## src/rtl/lsu_mem_ctrl.sv

```systemverilog
// Load/store controller in front of a word-write, byte-addressed data memory; SB/SH use read-modify-write.
// Optional LSU_MISALIGN_TRAP_EN: flag misaligned H/HU/W accesses as errors instead of performing them.
module lsu_mem_ctrl #(
    parameter int WIDTH     = 32,
    parameter int ADDR_BITS = 17
) (
    input  logic             clk,
    input  logic             rst_n,
    input  logic             req_valid,
    output logic             req_ready,
    input  logic             req_we,
    input  logic [2:0]       req_funct3,
    input  logic [WIDTH-1:0] req_addr,
    input  logic [WIDTH-1:0] req_wdata,
    output logic             resp_valid,
    output logic [WIDTH-1:0] resp_rdata,
    output logic             resp_err,
    output logic [WIDTH-1:0] mem_adr,
    output logic [WIDTH-1:0] mem_write_data,
    output logic             mem_write_enable,
    input  logic [WIDTH-1:0] mem_read_data
);

    if (ADDR_BITS > WIDTH) begin : g_bad_cfg
        $error("ADDR_BITS must not exceed WIDTH");
    end

    typedef enum logic [1:0] {IDLE, ACCESS, MERGE_WR, RESP} state_t;

    state_t           state, state_nx;
    logic             we_q, err_q, req_err;
    logic [2:0]       f3_q;
    logic [WIDTH-1:0] addr_q, wdata_q, merge_q, rdata_q;
    logic [WIDTH-1:0] load_ext, merge_nx;

    always_comb begin
        req_err = 1'b0;
        if (req_we)
            req_err = !(req_funct3 inside {3'b000, 3'b001, 3'b010});
        else
            req_err = !(req_funct3 inside {3'b000, 3'b001, 3'b010, 3'b100, 3'b101});
`ifdef LSU_MISALIGN_TRAP_EN
        if (req_funct3[1:0] == 2'b01 && req_addr[0])
            req_err = 1'b1;
        if (req_funct3 == 3'b010 && req_addr[1:0] != 2'b00)
            req_err = 1'b1;
`endif
    end

    always_comb begin
        load_ext = mem_read_data;
        case (f3_q)
            3'b000:  load_ext = {{(WIDTH-8){mem_read_data[7]}}, mem_read_data[7:0]};
            3'b001:  load_ext = {{(WIDTH-16){mem_read_data[15]}}, mem_read_data[15:0]};
            3'b100:  load_ext = {{(WIDTH-8){1'b0}}, mem_read_data[7:0]};
            3'b101:  load_ext = {{(WIDTH-16){1'b0}}, mem_read_data[15:0]};
            default: load_ext = mem_read_data;
        endcase
    end

    // Sub-word store: keep the untouched upper bytes of the current word.
    assign merge_nx = f3_q[0] ? {mem_read_data[WIDTH-1:16], wdata_q[15:0]}
                              : {mem_read_data[WIDTH-1:8],  wdata_q[7:0]};

    always_comb begin
        state_nx         = state;
        mem_write_enable = 1'b0;
        mem_write_data   = '0;
        case (state)
            IDLE: begin
                if (req_valid)
                    state_nx = ACCESS;
            end
            ACCESS: begin
                state_nx = RESP;
                if (!err_q && we_q) begin
                    if (f3_q == 3'b010) begin
                        mem_write_enable = 1'b1;
                        mem_write_data   = wdata_q;
                    end else begin
                        state_nx = MERGE_WR;
                    end
                end
            end
            MERGE_WR: begin
                mem_write_enable = 1'b1;
                mem_write_data   = merge_q;
                state_nx         = RESP;
            end
            RESP:    state_nx = IDLE;
            default: state_nx = IDLE;
        endcase
    end

    always_ff @(posedge clk or negedge rst_n) begin
        if (!rst_n) begin
            state   <= IDLE;
            we_q    <= 1'b0;
            err_q   <= 1'b0;
            f3_q    <= '0;
            addr_q  <= '0;
            wdata_q <= '0;
            merge_q <= '0;
            rdata_q <= '0;
        end else begin
            state <= state_nx;
            case (state)
                IDLE: begin
                    if (req_valid) begin
                        we_q    <= req_we;
                        f3_q    <= req_funct3;
                        addr_q  <= req_addr;
                        wdata_q <= req_wdata;
                        err_q   <= req_err;
                    end
                end
                ACCESS: begin
                    rdata_q <= (!err_q && !we_q) ? load_ext : '0;
                    merge_q <= merge_nx;
                end
                default: ;
            endcase
        end
    end

    assign req_ready  = rst_n && (state == IDLE);
    assign resp_valid = (state == RESP);
    assign resp_rdata = (state == RESP) ? rdata_q : '0;
    assign resp_err   = (state == RESP) && err_q;
    assign mem_adr    = addr_q;

endmodule

```

## config.mk

```make
export PLATFORM = sky130hd
export DESIGN_NAME = lsu_mem_ctrl
export DESIGN_NICKNAME = d
export VERILOG_FILES = /design/src/rtl/lsu_mem_ctrl.sv
export SDC_FILE = /design/constraint.sdc
export NUM_CORES = 1
export LEC_CHECK = 0
export ABC_AREA = 1
export BUFFER_PORTS_ARGS = -buffer_cell sky130_fd_sc_hd__buf_2
export CORE_MARGIN = 8
export CORE_UTILIZATION = 25
export CTS_CLUSTER_SIZE = 25
export DETAILED_ROUTE_END_ITERATION = 6
export PLACE_DENSITY_LB_ADDON = 0.25
export SYNTH_ARGS = -nofsm -noshare
export SYNTH_HDL_FRONTEND = slang
export SYNTH_SLANG_ARGS = --single-unit
```

## constraint.sdc

```tcl
create_clock -name clk -period 1.5 [get_ports clk]
set_clock_uncertainty 0.05 [all_clocks]
set_input_delay 0.15 -clock clk [delete_from_list [all_inputs] [get_ports clk]]
set_output_delay 0.15 -clock clk [all_outputs]
set_load 0.02 [all_outputs]
```

==> flow_summary.ini <==
[outcome]
status = complete, but fails checks
violations = negative setup slack

[timing]
min_period_over_period = 1.311
rsz0062_at_grt = true
finalMaxSlewViolations = 0
finalHoldViolations = 0
tightest_slew_ns = 0.5624
holdWs_ns = 0.01897
fmax_mhz = 508.4
setup_tns_ns = -46.95
layout_min_cycle_time_ns = 1.967
relSlewSlack = 0.6250
setup_ws_ns = -0.4670
finalSetupViolations = 183

[global_route]
gr-total-overflow = 0
grt_pass1_wl_mm = 41.17
grt_pass1_vias = 7234
grt_use_total = 0.1704
grt_max_degree = 97
grt_antenna_before_repair = 2

[detailed_routing]
antenna_left = 0
drt_iter0_drc = 471
routed_wl_mm = 28.62
wl_per_cell_um = 18.79
via_per_inst = 4.554
drc = 0
dr.pass1.iters = 5
via_count = 6935

[logic_synthesis]
synth_cell_types = 22
synth_top_area_share = 0.5320
synth.avg_cell_area_um2 = 7.820
syn_inst = 812
syn_nets = 920
ys_ff_latch = 135
synth.largest_area_cell = dfrtp_1
yosysWarnings = 0
synth.area.top_cells = dfrtp_1 53%, nand2_1 23%, a21oi_1 4.7%
ys_seq_area_frac = 0.5320
mappedNetlistArea_um2 = 6350

[die]
rows = 58
coreArea_um2 = 25040
pin_count = 203
fp.dieH_um = 175.4
dieArea_um2 = 30750
die_w_um = 175.4
initial_core_util = 0.2536

[cts]
path_clk_slew_ns = 0.06
cts_tree = yes
htreeDepth = 4
numClockSinks = 135
root_buffer = clkbuf_16
clock_path_buffers = 2
cts_made_buffers = 17
clock_latency_ns = 0.41

[cells_and_area]
fin_area_um2 = 12710
nNetsFinal = 1288
layout_commonest_cell = nand2_1
area_growth_pct = 100.2
layout-drive-gt1-share = 0.5419
mostFrequentLayoutCells = 205 x nand2_1, 134 x dfrtp_1, 133 x buf_2
final_cells = 1523

[power]
vdd_drop_max_v = 0.001057
power_density_nw_per_um2 = 2140
p_leak_nw = 6.546

[min_path]
holdCritPathClass = primary input to flip-flop

[place]
port_buffers = 202
place.gp.congestion = 0.7449
hpwlAfterDp_mm = 15.83
postPlaceCellArea_um2 = 8354
dpl.cell_count = 1341

[setup_path]
path_max_fanout = 7
required_ns = 1.30
arrival_ns = 1.77
crit_path_end_kind = output port
start_kind = flip-flop
path_class = flip-flop to output port

[job]
maxCapViolations = 0
-- sequential cells by signal, indices dropped and copies added (netlist names) --
name / cells
err_q: 1
rdata_q: 32
merge_q: 32
we_q: 1
state: 2
f3_q: 3
wdata_q: 32
mem_adr: 32
-- worst max-delay path: stages, from the launching register on --
cell and delay, ns:
dfrtp_1 0.37, inv_2 0.06, buf_6 0.12, ha_4 0.29, inv_8 0.05, buf_16 0.15
a21oi_4 0.16, buf_6 0.14
-- area by class of cell --
type	instances	area (um^2)
repair inverters	1	16.27
repair buffers	400	4169
diodes	1	2.502
clock buffers	19	442.9
well taps	330	412.9
multi-input cells	555	3832
fillers	2279	12320
flip-flops and latches	135	3379
inverters	70	305.3
clock inverters	12	153.9
-- cells in the mapped netlist --
cell,n
o22ai_1,1
nand3_1,3
nor2_2,1
nand3_4,2
nor2_1,17
a22o_1,8
inv_2,6
clkbuf_1,19
o21ai_0,37
nor2_4,2
a21oi_1,59
inv_1,64
dfrtp_1,135
nand2_1,385
nand4_1,32
buf_6,5
buf_2,24
buf_4,4
nand3b_1,1
nand2_2,1
nand3_2,1
ha_1,5
-- final timing paths --
path / slack, ns / end / depth (start not counted) / startpoint
min: 0.02 / merge_q[31]$_DFFE_PN0P_ / 3 / mem_read_data[31]
max: -0.47 / mem_write_data[21] / 7 / state[1]$_DFFE_PN0P_
max reg2reg: -0.44 / rdata_q[4]$_DFFE_PN0P_ / 11 / state[0]$_DFFE_PN0P_
min in group asynchronous: 0.39 / wdata_q[11]$_DFFE_PN0P_ / 3 / rst_n
max in group asynchronous: 0.57 / state[0]$_DFFE_PN0P_ / 3 / rst_n
min reg2reg: 0.43 / mem_adr[29]$_DFFE_PN0P_ / 2 / mem_adr[29]$_DFFE_PN0P_
-- cell families (layout without fill, tap and decap cells) --
group / count (synthesis) / in the layout / synth area share
AND/OR/NAND/NOR: 445 / 445 / 0.2853
flip-flops: 135 / 135 / 0.5320
buffers and inverters: 122 / 502 / 0.08512
AO/OA/AOI/OAI: 105 / 105 / 0.08769
adder cells (fa/ha/maj): 5 / 5 / 0.009852
other: 0 / 1 / 0
-- stage by stage --
stage               total power [W]  setup slack, ns  utilization
floorplan                   0.01209         -0.07616            -
global placement            0.01583          -0.1738       0.3337
detailed placement          0.01594          -0.2147       0.3337
CTS                         0.02431          -0.4854       0.4494
global route                0.02868          -0.5560       0.5078
finish                      0.02721          -0.4670       0.5078
-- what timing repair did --
action,CTS,global route
endpoints found under the setup margin,152,201
cloned,19,12
endpoints found under the hold margin,227,0
hold buffers,92,0
pin swaps,16,38
setup buffers,23,12
gates resized for setup,226,391
-- metal layers --
metal  up-vias  track usage  wire, um
met4         2      0.03108       311
met2       218       0.2789     14070
met5         -            0        10
li1       3290            -         -
met3        20      0.05046      1723
met1      3405       0.2209     12500
-- power by group --
part | switching, W | internal (W)
clock network | 0.00171 | 0.00265
registers | 0.00141 | 0.00523
logic | 0.00863 | 0.00758
total | 0.0117 | 0.0155
(Power assumes the default switching activity.)
